File: config.mk
export PLATFORM = sky130hd
export DESIGN_NAME = plot_arbiter_flat
export DESIGN_NICKNAME = d
export VERILOG_FILES = /design/src/rtl/plot_pkg.sv /design/src/rtl/plot_arbiter_if.sv /design/src/rtl/plot_arbiter_rr_pick.sv /design/src/rtl/plot_arbiter.sv /design/src/flat_wrapper.sv
export SDC_FILE = /design/constraint.sdc
export NUM_CORES = 1
export LEC_CHECK = 0
export CELL_PAD_IN_SITES_DETAIL_PLACEMENT = 0
export CELL_PAD_IN_SITES_GLOBAL_PLACEMENT = 1
export CORE_ASPECT_RATIO = 0.5
export CORE_MARGIN = 3
export CORE_UTILIZATION = 46
export CTS_BUF_LIST = sky130_fd_sc_hd__clkbuf_16
export DETAILED_ROUTE_END_ITERATION = 16
export DONT_BUFFER_PORTS = 1
export PLACE_DENSITY_LB_ADDON = 0.1
export SLEW_MARGIN = 20
export SYNTH_ARGS = -nofsm -noshare
export SYNTH_HDL_FRONTEND = slang
export SYNTH_SLANG_ARGS = --single-unit
File: constraint.sdc
create_clock -name clk -period 5 [get_ports clk]
set_input_delay 0.5 -clock clk [delete_from_list [all_inputs] [get_ports clk]]
set_output_delay 0.5 -clock clk [all_outputs]
set_load 0.05 [all_outputs]
File: src/rtl/plot_pkg.sv
// Shared screen limits, field-width defaults and FSM state encoding for the plot arbiter.
package plot_pkg;

    localparam int SCREEN_W  = 160;
    localparam int SCREEN_H  = 120;

    localparam int N_REQ_DEF = 3;
    localparam int X_W_DEF   = 8;
    localparam int Y_W_DEF   = 7;
    localparam int C_W_DEF   = 3;
    localparam int S_W_DEF   = 4;

    typedef enum logic [1:0] {
        ST_IDLE = 2'd0,
        ST_PLOT = 2'd1,
        ST_DONE = 2'd2
    } plot_state_t;

endpackage

File: src/rtl/plot_arbiter_if.sv
// Requester job bus plus adapter pixel port of the plot arbiter.
interface plot_arbiter_if
    import plot_pkg::*;
#(
    parameter int N_REQ = N_REQ_DEF,
    parameter int X_W   = X_W_DEF,
    parameter int Y_W   = Y_W_DEF,
    parameter int C_W   = C_W_DEF,
    parameter int S_W   = S_W_DEF
) ();

    logic [N_REQ-1:0]     req;
    logic [N_REQ*X_W-1:0] req_x;
    logic [N_REQ*Y_W-1:0] req_y;
    logic [N_REQ*S_W-1:0] req_w;
    logic [N_REQ*S_W-1:0] req_h;
    logic [N_REQ*C_W-1:0] req_colour;
    logic [N_REQ-1:0]     grant;
    logic [N_REQ-1:0]     done;
    logic                 busy;
    logic [X_W-1:0]       x;
    logic [Y_W-1:0]       y;
    logic [C_W-1:0]       colour;
    logic                 plot;

    modport master (
        output req, req_x, req_y, req_w, req_h, req_colour,
        input  grant, done, busy, x, y, colour, plot
    );

    modport slave (
        input  req, req_x, req_y, req_w, req_h, req_colour,
        output grant, done, busy, x, y, colour, plot
    );

endinterface

File: src/rtl/plot_arbiter_rr_pick.sv
// Combinational round-robin picker: first set req bit at or above rr_ptr, wrapping.
module rr_pick
    import plot_pkg::*;
#(
    parameter int N_REQ = N_REQ_DEF,
    parameter int IDX_W = 2
) (
    input  logic [N_REQ-1:0] req,
    input  logic [IDX_W-1:0] rr_ptr,
    output logic [N_REQ-1:0] winner,
    output logic [IDX_W-1:0] winner_idx
);

    int               j;
    logic [IDX_W-1:0] jj;

    // Scan from the farthest offset down so the nearest requester is written last.
    always_comb begin
        winner     = '0;
        winner_idx = '0;
        j          = 0;
        jj         = '0;
        for (int i = N_REQ - 1; i >= 0; i--) begin
            j = int'(rr_ptr) + i;
            if (j >= N_REQ) begin
                j = j - N_REQ;
            end
            jj = IDX_W'(j);
            if (req[jj]) begin
                winner     = '0;
                winner[jj] = 1'b1;
                winner_idx = jj;
            end
        end
    end

endmodule

File: src/rtl/plot_arbiter.sv
// Round-robin arbiter rasterising one filled rectangle at a time onto the VGA plot port.
// Optional build macro PLOT_ARB_CLIP_EN suppresses plot for pixels off the 160x120 screen.
//
// state | meaning
// IDLE  | waiting for any req; picks a winner and latches its job
// PLOT  | one pixel per cycle, row-major over (w+1)x(h+1)
// DONE  | done pulse to owner, advance rr pointer, release grant
module plot_arbiter
    import plot_pkg::*;
#(
    parameter int N_REQ = N_REQ_DEF,
    parameter int X_W   = X_W_DEF,
    parameter int Y_W   = Y_W_DEF,
    parameter int C_W   = C_W_DEF,
    parameter int S_W   = S_W_DEF
) (
    input logic           clk,
    input logic           resetn,
    plot_arbiter_if.slave bus
);

    localparam int IDX_W = (N_REQ > 1) ? $clog2(N_REQ) : 1;
`ifdef PLOT_ARB_CLIP_EN
    localparam int PXW = X_W + 1;
    localparam int PYW = Y_W + 1;
`else
    localparam int PXW = X_W;
    localparam int PYW = Y_W;
`endif

    plot_state_t      state_q, state_d;
    logic [IDX_W-1:0] rr_ptr_q, rr_ptr_d;
    logic [IDX_W-1:0] g_idx_q, g_idx_d;
    logic [X_W-1:0]   x0_q, x0_d;
    logic [Y_W-1:0]   y0_q, y0_d;
    logic [S_W-1:0]   w_q, w_d, h_q, h_d;
    logic [S_W-1:0]   col_q, col_d, row_q, row_d;
    logic [C_W-1:0]   colour_q, colour_d;
    logic [N_REQ-1:0] grant_q, grant_d, done_q, done_d;
    logic             busy_q, busy_d, plot_q, plot_d;
    logic [X_W-1:0]   x_q, x_d;
    logic [Y_W-1:0]   y_q, y_d;

    logic [N_REQ-1:0] pick_onehot;
    logic [IDX_W-1:0] pick_idx;
    logic             pick_valid;

    logic             emit;
    logic [X_W-1:0]   ex0;
    logic [Y_W-1:0]   ey0;
    logic [S_W-1:0]   ecol, erow;
    logic [PXW-1:0]   px;
    logic [PYW-1:0]   py;

    rr_pick #(
        .N_REQ (N_REQ),
        .IDX_W (IDX_W)
    ) u_rr_pick (
        .req        (bus.req),
        .rr_ptr     (rr_ptr_q),
        .winner     (pick_onehot),
        .winner_idx (pick_idx)
    );

    assign pick_valid = |pick_onehot;

    always_ff @(posedge clk) begin
        if (!resetn) begin
            state_q  <= ST_IDLE;
            rr_ptr_q <= '0;
            g_idx_q  <= '0;
            x0_q     <= '0;
            y0_q     <= '0;
            w_q      <= '0;
            h_q      <= '0;
            col_q    <= '0;
            row_q    <= '0;
            colour_q <= '0;
            grant_q  <= '0;
            done_q   <= '0;
            busy_q   <= 1'b0;
            plot_q   <= 1'b0;
            x_q      <= '0;
            y_q      <= '0;
        end else begin
            state_q  <= state_d;
            rr_ptr_q <= rr_ptr_d;
            g_idx_q  <= g_idx_d;
            x0_q     <= x0_d;
            y0_q     <= y0_d;
            w_q      <= w_d;
            h_q      <= h_d;
            col_q    <= col_d;
            row_q    <= row_d;
            colour_q <= colour_d;
            grant_q  <= grant_d;
            done_q   <= done_d;
            busy_q   <= busy_d;
            plot_q   <= plot_d;
            x_q      <= x_d;
            y_q      <= y_d;
        end
    end

    // Outputs are registered, so each branch prepares the pixel shown in the following cycle.
    always_comb begin
        state_d  = state_q;
        rr_ptr_d = rr_ptr_q;
        g_idx_d  = g_idx_q;
        x0_d     = x0_q;
        y0_d     = y0_q;
        w_d      = w_q;
        h_d      = h_q;
        col_d    = col_q;
        row_d    = row_q;
        colour_d = colour_q;
        grant_d  = grant_q;
        done_d   = '0;
        busy_d   = busy_q;
        plot_d   = 1'b0;
        x_d      = x_q;
        y_d      = y_q;
        emit     = 1'b0;
        ex0      = '0;
        ey0      = '0;
        ecol     = '0;
        erow     = '0;

        unique case (state_q)
            ST_IDLE: begin
                if (pick_valid) begin
                    x0_d     = bus.req_x[int'(pick_idx)*X_W +: X_W];
                    y0_d     = bus.req_y[int'(pick_idx)*Y_W +: Y_W];
                    w_d      = bus.req_w[int'(pick_idx)*S_W +: S_W];
                    h_d      = bus.req_h[int'(pick_idx)*S_W +: S_W];
                    colour_d = bus.req_colour[int'(pick_idx)*C_W +: C_W];
                    g_idx_d  = pick_idx;
                    grant_d  = pick_onehot;
                    busy_d   = 1'b1;
                    col_d    = '0;
                    row_d    = '0;
                    state_d  = ST_PLOT;
                    emit     = 1'b1;
                    ex0      = x0_d;
                    ey0      = y0_d;
                end
            end
            ST_PLOT: begin
                if (col_q == w_q && row_q == h_q) begin
                    done_d  = grant_q;
                    state_d = ST_DONE;
                end else begin
                    if (col_q == w_q) begin
                        col_d = '0;
                        row_d = row_q + 1'b1;
                    end else begin
                        col_d = col_q + 1'b1;
                    end
                    emit = 1'b1;
                    ex0  = x0_q;
                    ey0  = y0_q;
                    ecol = col_d;
                    erow = row_d;
                end
            end
            ST_DONE: begin
                grant_d  = '0;
                busy_d   = 1'b0;
                rr_ptr_d = (g_idx_q == IDX_W'(N_REQ - 1)) ? '0 : g_idx_q + 1'b1;
                state_d  = ST_IDLE;
            end
            default: begin
                state_d = ST_IDLE;
            end
        endcase

        px = PXW'(ex0) + PXW'(ecol);
        py = PYW'(ey0) + PYW'(erow);
        if (emit) begin
            x_d = px[X_W-1:0];
            y_d = py[Y_W-1:0];
`ifdef PLOT_ARB_CLIP_EN
            plot_d = (px < PXW'(SCREEN_W)) && (py < PYW'(SCREEN_H));
`else
            plot_d = 1'b1;
`endif
        end
    end

    assign bus.grant  = grant_q;
    assign bus.done   = done_q;
    assign bus.busy   = busy_q;
    assign bus.x      = x_q;
    assign bus.y      = y_q;
    assign bus.colour = colour_q;
    assign bus.plot   = plot_q;

endmodule

File: src/flat_wrapper.sv
// flat-port wrapper written by rule: the top's interface ports become plain ports
module plot_arbiter_flat import plot_pkg::*;
#(
    parameter int N_REQ = N_REQ_DEF,
    parameter int X_W   = X_W_DEF,
    parameter int Y_W   = Y_W_DEF,
    parameter int C_W   = C_W_DEF,
    parameter int S_W   = S_W_DEF
)
  (clk, resetn, bus_req, bus_req_x, bus_req_y, bus_req_w, bus_req_h, bus_req_colour, bus_grant, bus_done, bus_busy, bus_x, bus_y, bus_colour, bus_plot);
  plot_arbiter_if #(.N_REQ(N_REQ), .X_W(X_W), .Y_W(Y_W), .C_W(C_W), .S_W(S_W)) bus_i ();
  input logic clk;
  input logic resetn;
  input wire logic [$bits(bus_i.req)-1:0] bus_req;
  input wire logic [$bits(bus_i.req_x)-1:0] bus_req_x;
  input wire logic [$bits(bus_i.req_y)-1:0] bus_req_y;
  input wire logic [$bits(bus_i.req_w)-1:0] bus_req_w;
  input wire logic [$bits(bus_i.req_h)-1:0] bus_req_h;
  input wire logic [$bits(bus_i.req_colour)-1:0] bus_req_colour;
  output wire logic [$bits(bus_i.grant)-1:0] bus_grant;
  output wire logic [$bits(bus_i.done)-1:0] bus_done;
  output wire logic [$bits(bus_i.busy)-1:0] bus_busy;
  output wire logic [$bits(bus_i.x)-1:0] bus_x;
  output wire logic [$bits(bus_i.y)-1:0] bus_y;
  output wire logic [$bits(bus_i.colour)-1:0] bus_colour;
  output wire logic [$bits(bus_i.plot)-1:0] bus_plot;
  assign bus_i.req = bus_req;
  assign bus_i.req_x = bus_req_x;
  assign bus_i.req_y = bus_req_y;
  assign bus_i.req_w = bus_req_w;
  assign bus_i.req_h = bus_req_h;
  assign bus_i.req_colour = bus_req_colour;
  assign bus_grant = bus_i.grant;
  assign bus_done = bus_i.done;
  assign bus_busy = bus_i.busy;
  assign bus_x = bus_i.x;
  assign bus_y = bus_i.y;
  assign bus_colour = bus_i.colour;
  assign bus_plot = bus_i.plot;
  plot_arbiter #(.N_REQ(N_REQ), .X_W(X_W), .Y_W(Y_W), .C_W(C_W), .S_W(S_W)) u_core (.clk(clk), .resetn(resetn), .bus(bus_i));
endmodule
==> run summary <==
## Critical path
* u_core.bus.y[5] — worst reg2reg path endpoint
* a31oi_4 — critical path's slowest cell
* inv_1 > ha_1 > nor4bb_1 > o31ai_2 > a31oi_4 > buf_4 > mux2i_1 > a211oi_1 > a21o_1 > ha_1 > a21oi_1 > o21bai_1 > a221oi_1 > a311oi_1 — cell chain of the critical path
* flop — Setup crit end kind
* 16 — worst-path fanout max
* 14 — worst reg2reg path depth
* u_core.rr_ptr_q[1] — Reg2Reg Launch Point
* 4.34 ns — signal arrival time at the worst endpoint
* reg -> reg — Setup CP Type
* 5.18 ns — Crit path required time
* 0.83 ns — register-to-register path setup slack
* 0.55 ns — CP peak stage delay
* ha_1 — most repeated library cell on the critical path
* flop — type of element launching the critical path

## STA
* 0.2994 ns — worst hold slack after final layout
* 0 — final count of hold timing violations
* 4.168 ns — clock period minus worst slack
* no — setup repair after global routing missed its margin
* 239.9 MHz — upper clock frequency limit
* 0 ns — Setup Total Neg Slack
* 83.36% — period utilization
* 40.57% — Worst slew margin
* 0 — final count of negative-setup-slack endpoints
* 0 — Final Max Tran Viols
* 0.8906 ns — pin slew with the least headroom to its limit
* 0.005021 ns — setup skew after layout

## Route
* 4458 um — met2 WL post-DR
* 4 — first-pass iteration count of the detailed router
* 5.819 — drt via density
* 0 — DRC
* 10010 um — final WL
* 4682 um — met1 wire length
* 17.44 um — detailed-route wire length per cell
* met4 — top layer reached by signal wires
* 171 — drt initial violations
* 0 — number of antenna-violating nets in the routed design
* 724 um — sum of met3 wire segment lengths after detailed routing
* 3340 — via count

## Power and ir drop
* 481.6 nW/um^2 — power density over the cells
* 0.002006 W — sum of internal, switching and leakage power
* 1.645 nW — Static Leak
* 0.1882 mV — IR Drop Worst-Case VDD

## Logic synthesis
* 8.117 sq um — average cell area after synthesis
* dfxtp_1 — largest area contributor in the netlist
* compound AO/OA/AOI/OAI gates — combinational family with the most area after synthesis
* 573 — Post-Synthesis Net Count
* 63 — Unique masters post-synth
* 63 — flip-flop and latch count after synthesis
* 66 x nand2_1, 63 x dfxtp_1, 60 x nor2_1 — most frequent cells after synthesis
* 3847 sq um — Post-Syn Area
* 21.01% — post-synthesis simple-gate area fraction
* dfxtp_1 — most frequently used flop master after synthesis
* 474 — synthesized instance count
* 23.09% — Compound-Gate Fraction of Synth Area
* 0 — YS warnings
* 0 — number of synthesized flops with an enable pin
* 5.593% — adder-cell area share of the yosys netlist
* 0% — share of async-settable or async-resettable flops after synthesis
* 4.098% — Post-Synth XOR/XNOR Area
* 8.715% — fraction of synthesized area in multiplexers
* 32.78% — sequential share of the synthesized area
* nand2_1 — most frequently used cell type in the post-synthesis netlist
* dfxtp_1 33%, mux2i_1 7.5%, a21oi_1 6.6%, nand2_1 6.4%, nor2_1 5.9% — main area contributors after synthesis
* 32.78% — post-synth top area share

## Clocking
* 0.05 ns — clock slew at the register clock pins of the worst setup and hold paths
* 0 — hold-fix buffers at CTS
* yes — CTS tree
* clkbuf_16 — root cell of the clock tree
* 0.32 ns — Clock Latency Late Sink
* 0 — post-CTS repair timing setup buffer count
* 0 — post_cts resized
* 2 — maximum clock insertion buffer count
* 63 — clock sinks
* 3 — maximum level of the CTS H-tree
* 9 — number of CTS-inserted buffers

## Global route
* 57 — largest net degree at the start of global routing
* 16170 um — first-pass GRT wire length
* 0 — grt total ovfl
* 3244 — vias in the first global route
* 0 — initial antenna violation count
* 21.20% — Total GRT Usage

## Finish
* 8.798% — fraction of layout instances using a drive strength above 1
* 718 — Layout fillers
* 562 — fin nets
* 4165 sq um — final design area excluding fillers
* 0 — antenna diode instance count
* 54.04% — Layout Utilization
* 8.260% — Area growth, synth to finish

## Floorplanning
* 7707 sq um — placeable core region
* 70.67 um — Die Height
* 49.92% — initial core utilization
* 135.3 um — Chip Width
* 22 — standard-cell rows
* 9564 sq um — Die Area
* 109 — IO Count

## Place
* 3889 sq um — placement-stage cell area
* 0.8831 — GP Congestion
* 0 — total of buffers placed on input and output ports
* 7455 um — placed wire-length estimate after detailed placement

## Flow run
* 0 — count of maximum capacitance violations

## Worst hold path
* 1 — hold path cells
* resetn — worst min-delay path startpoint
* u_core.bus.grant[2] — worst hold endpoint
* in -> reg — HP Class

## Outcome
* finished, final reports clean — result of the run

## placed cells by master (no fill, tap or decap), drive strengths merged, types with 4 or more instances in the layout
cell type / n
mux2i: 29
o21bai: 5
a2bb2oi: 4
xor2: 9
a31oi: 5
nand2: 66
clkbuf: 9
inv: 8
nor2: 63
nand2b: 4
nor3b: 4
a211oi: 20
o21ai: 23
ha: 14
nand3: 6
mux2: 4
dfxtp: 63
a21oi: 52
buf: 7
and2: 6
xnor2: 9
## registers in the layout, indices dropped and copies added (netlist names)
signal and cells:
u_core.bus.colour 3, u_core.col_q 4, u_core.bus.plot 1, u_core.rr_ptr_q 2
u_core.row_q 4, u_core.g_idx_q 2, u_core.w_q 4, u_core.h_q 4
u_core.bus.busy 1, u_core.y0_q 7, u_core.bus.x 8, u_core.bus.grant 3
u_core.bus.y 7, u_core.x0_q 8, u_core.bus.done 3, u_core.state_q 2
## cells by family (layout without fill, tap and decap cells)
group	after synthesis	in the layout
xor gates and xnor gates	18	18
buffers and inverters	37	29
adders and majority gates	16	16
DFF	63	63
muxes	33	33
and+or+nand+nor	173	173
AOI/OAI and AO/OA	134	134
## routing by layer
metal	vias up	track usage (%)
met5	-	0
met3	14	6.392
met2	125	34.91
met4	0	6.145
met1	1552	27.12
li1	1649	-
## through the flow
| stage | std cells | setup slack (ns) |
|---|---|---|
| after CTS | 574 | 0.7933 |
| after detailed placement | 560 | 0.8509 |
| after global routing | 574 | 0.4605 |
| after global placement | 560 | 0.9640 |
| final | 574 | 0.8321 |
| after floorplan | 474 | 1.307 |
## area by class of cell
cell class,instances,area (sq um),share of cell area (%)
Timing Repair Buffer,7,52.55,1.262
Tap cell,108,135.1,3.244
Inverter,8,30.03,0.7209
Sequential cell,63,1261,30.28
Clock buffer,9,225.2,5.407
Clock inverter,5,51.30,1.232
Multi-Input combinational cell,374,2410,57.86
## worst max-delay path by stage
| stage | from | end | slack, ns | cells past startpoint |
|---|---|---|---|---|
| 2_1_floorplan | u_core.rr_ptr_q[0] | u_core.bus.x[5] | 1.31 | 19 |
| 3_3_place_gp | u_core.rr_ptr_q[0] | u_core.bus.y[5] | 0.96 | 14 |
| 3_5_place_dp | u_core.rr_ptr_q[1] | u_core.bus.y[5] | 0.85 | 14 |
| 4_1_cts | u_core.rr_ptr_q[1] | u_core.bus.y[5] | 0.79 | 14 |
| 5_1_grt | u_core.rr_ptr_q[1] | u_core.bus.y[6] | 0.46 | 14 |
| 6_report | u_core.rr_ptr_q[1] | u_core.bus.y[5] | 0.83 | 14 |
## report_power, final
part           switching [W]  internal, W
logic               0.000374     0.000218
clock network       0.000215     0.000376
registers           0.000229     0.000596
total               0.000817      0.00119
## worst max-delay path, delay by kind of cell (launching register included)
kind / cells / cell delay [ns]
AO/OA/AOI/OAI: 8 / 1.99
adder cells (fa/ha/maj): 2 / 0.72
buffers and inverters: 2 / 0.45
AND/OR/NAND/NOR: 1 / 0.42
flip-flops: 1 / 0.34
multiplexers: 1 / 0.10
Power figures use the tool's default switching activity.
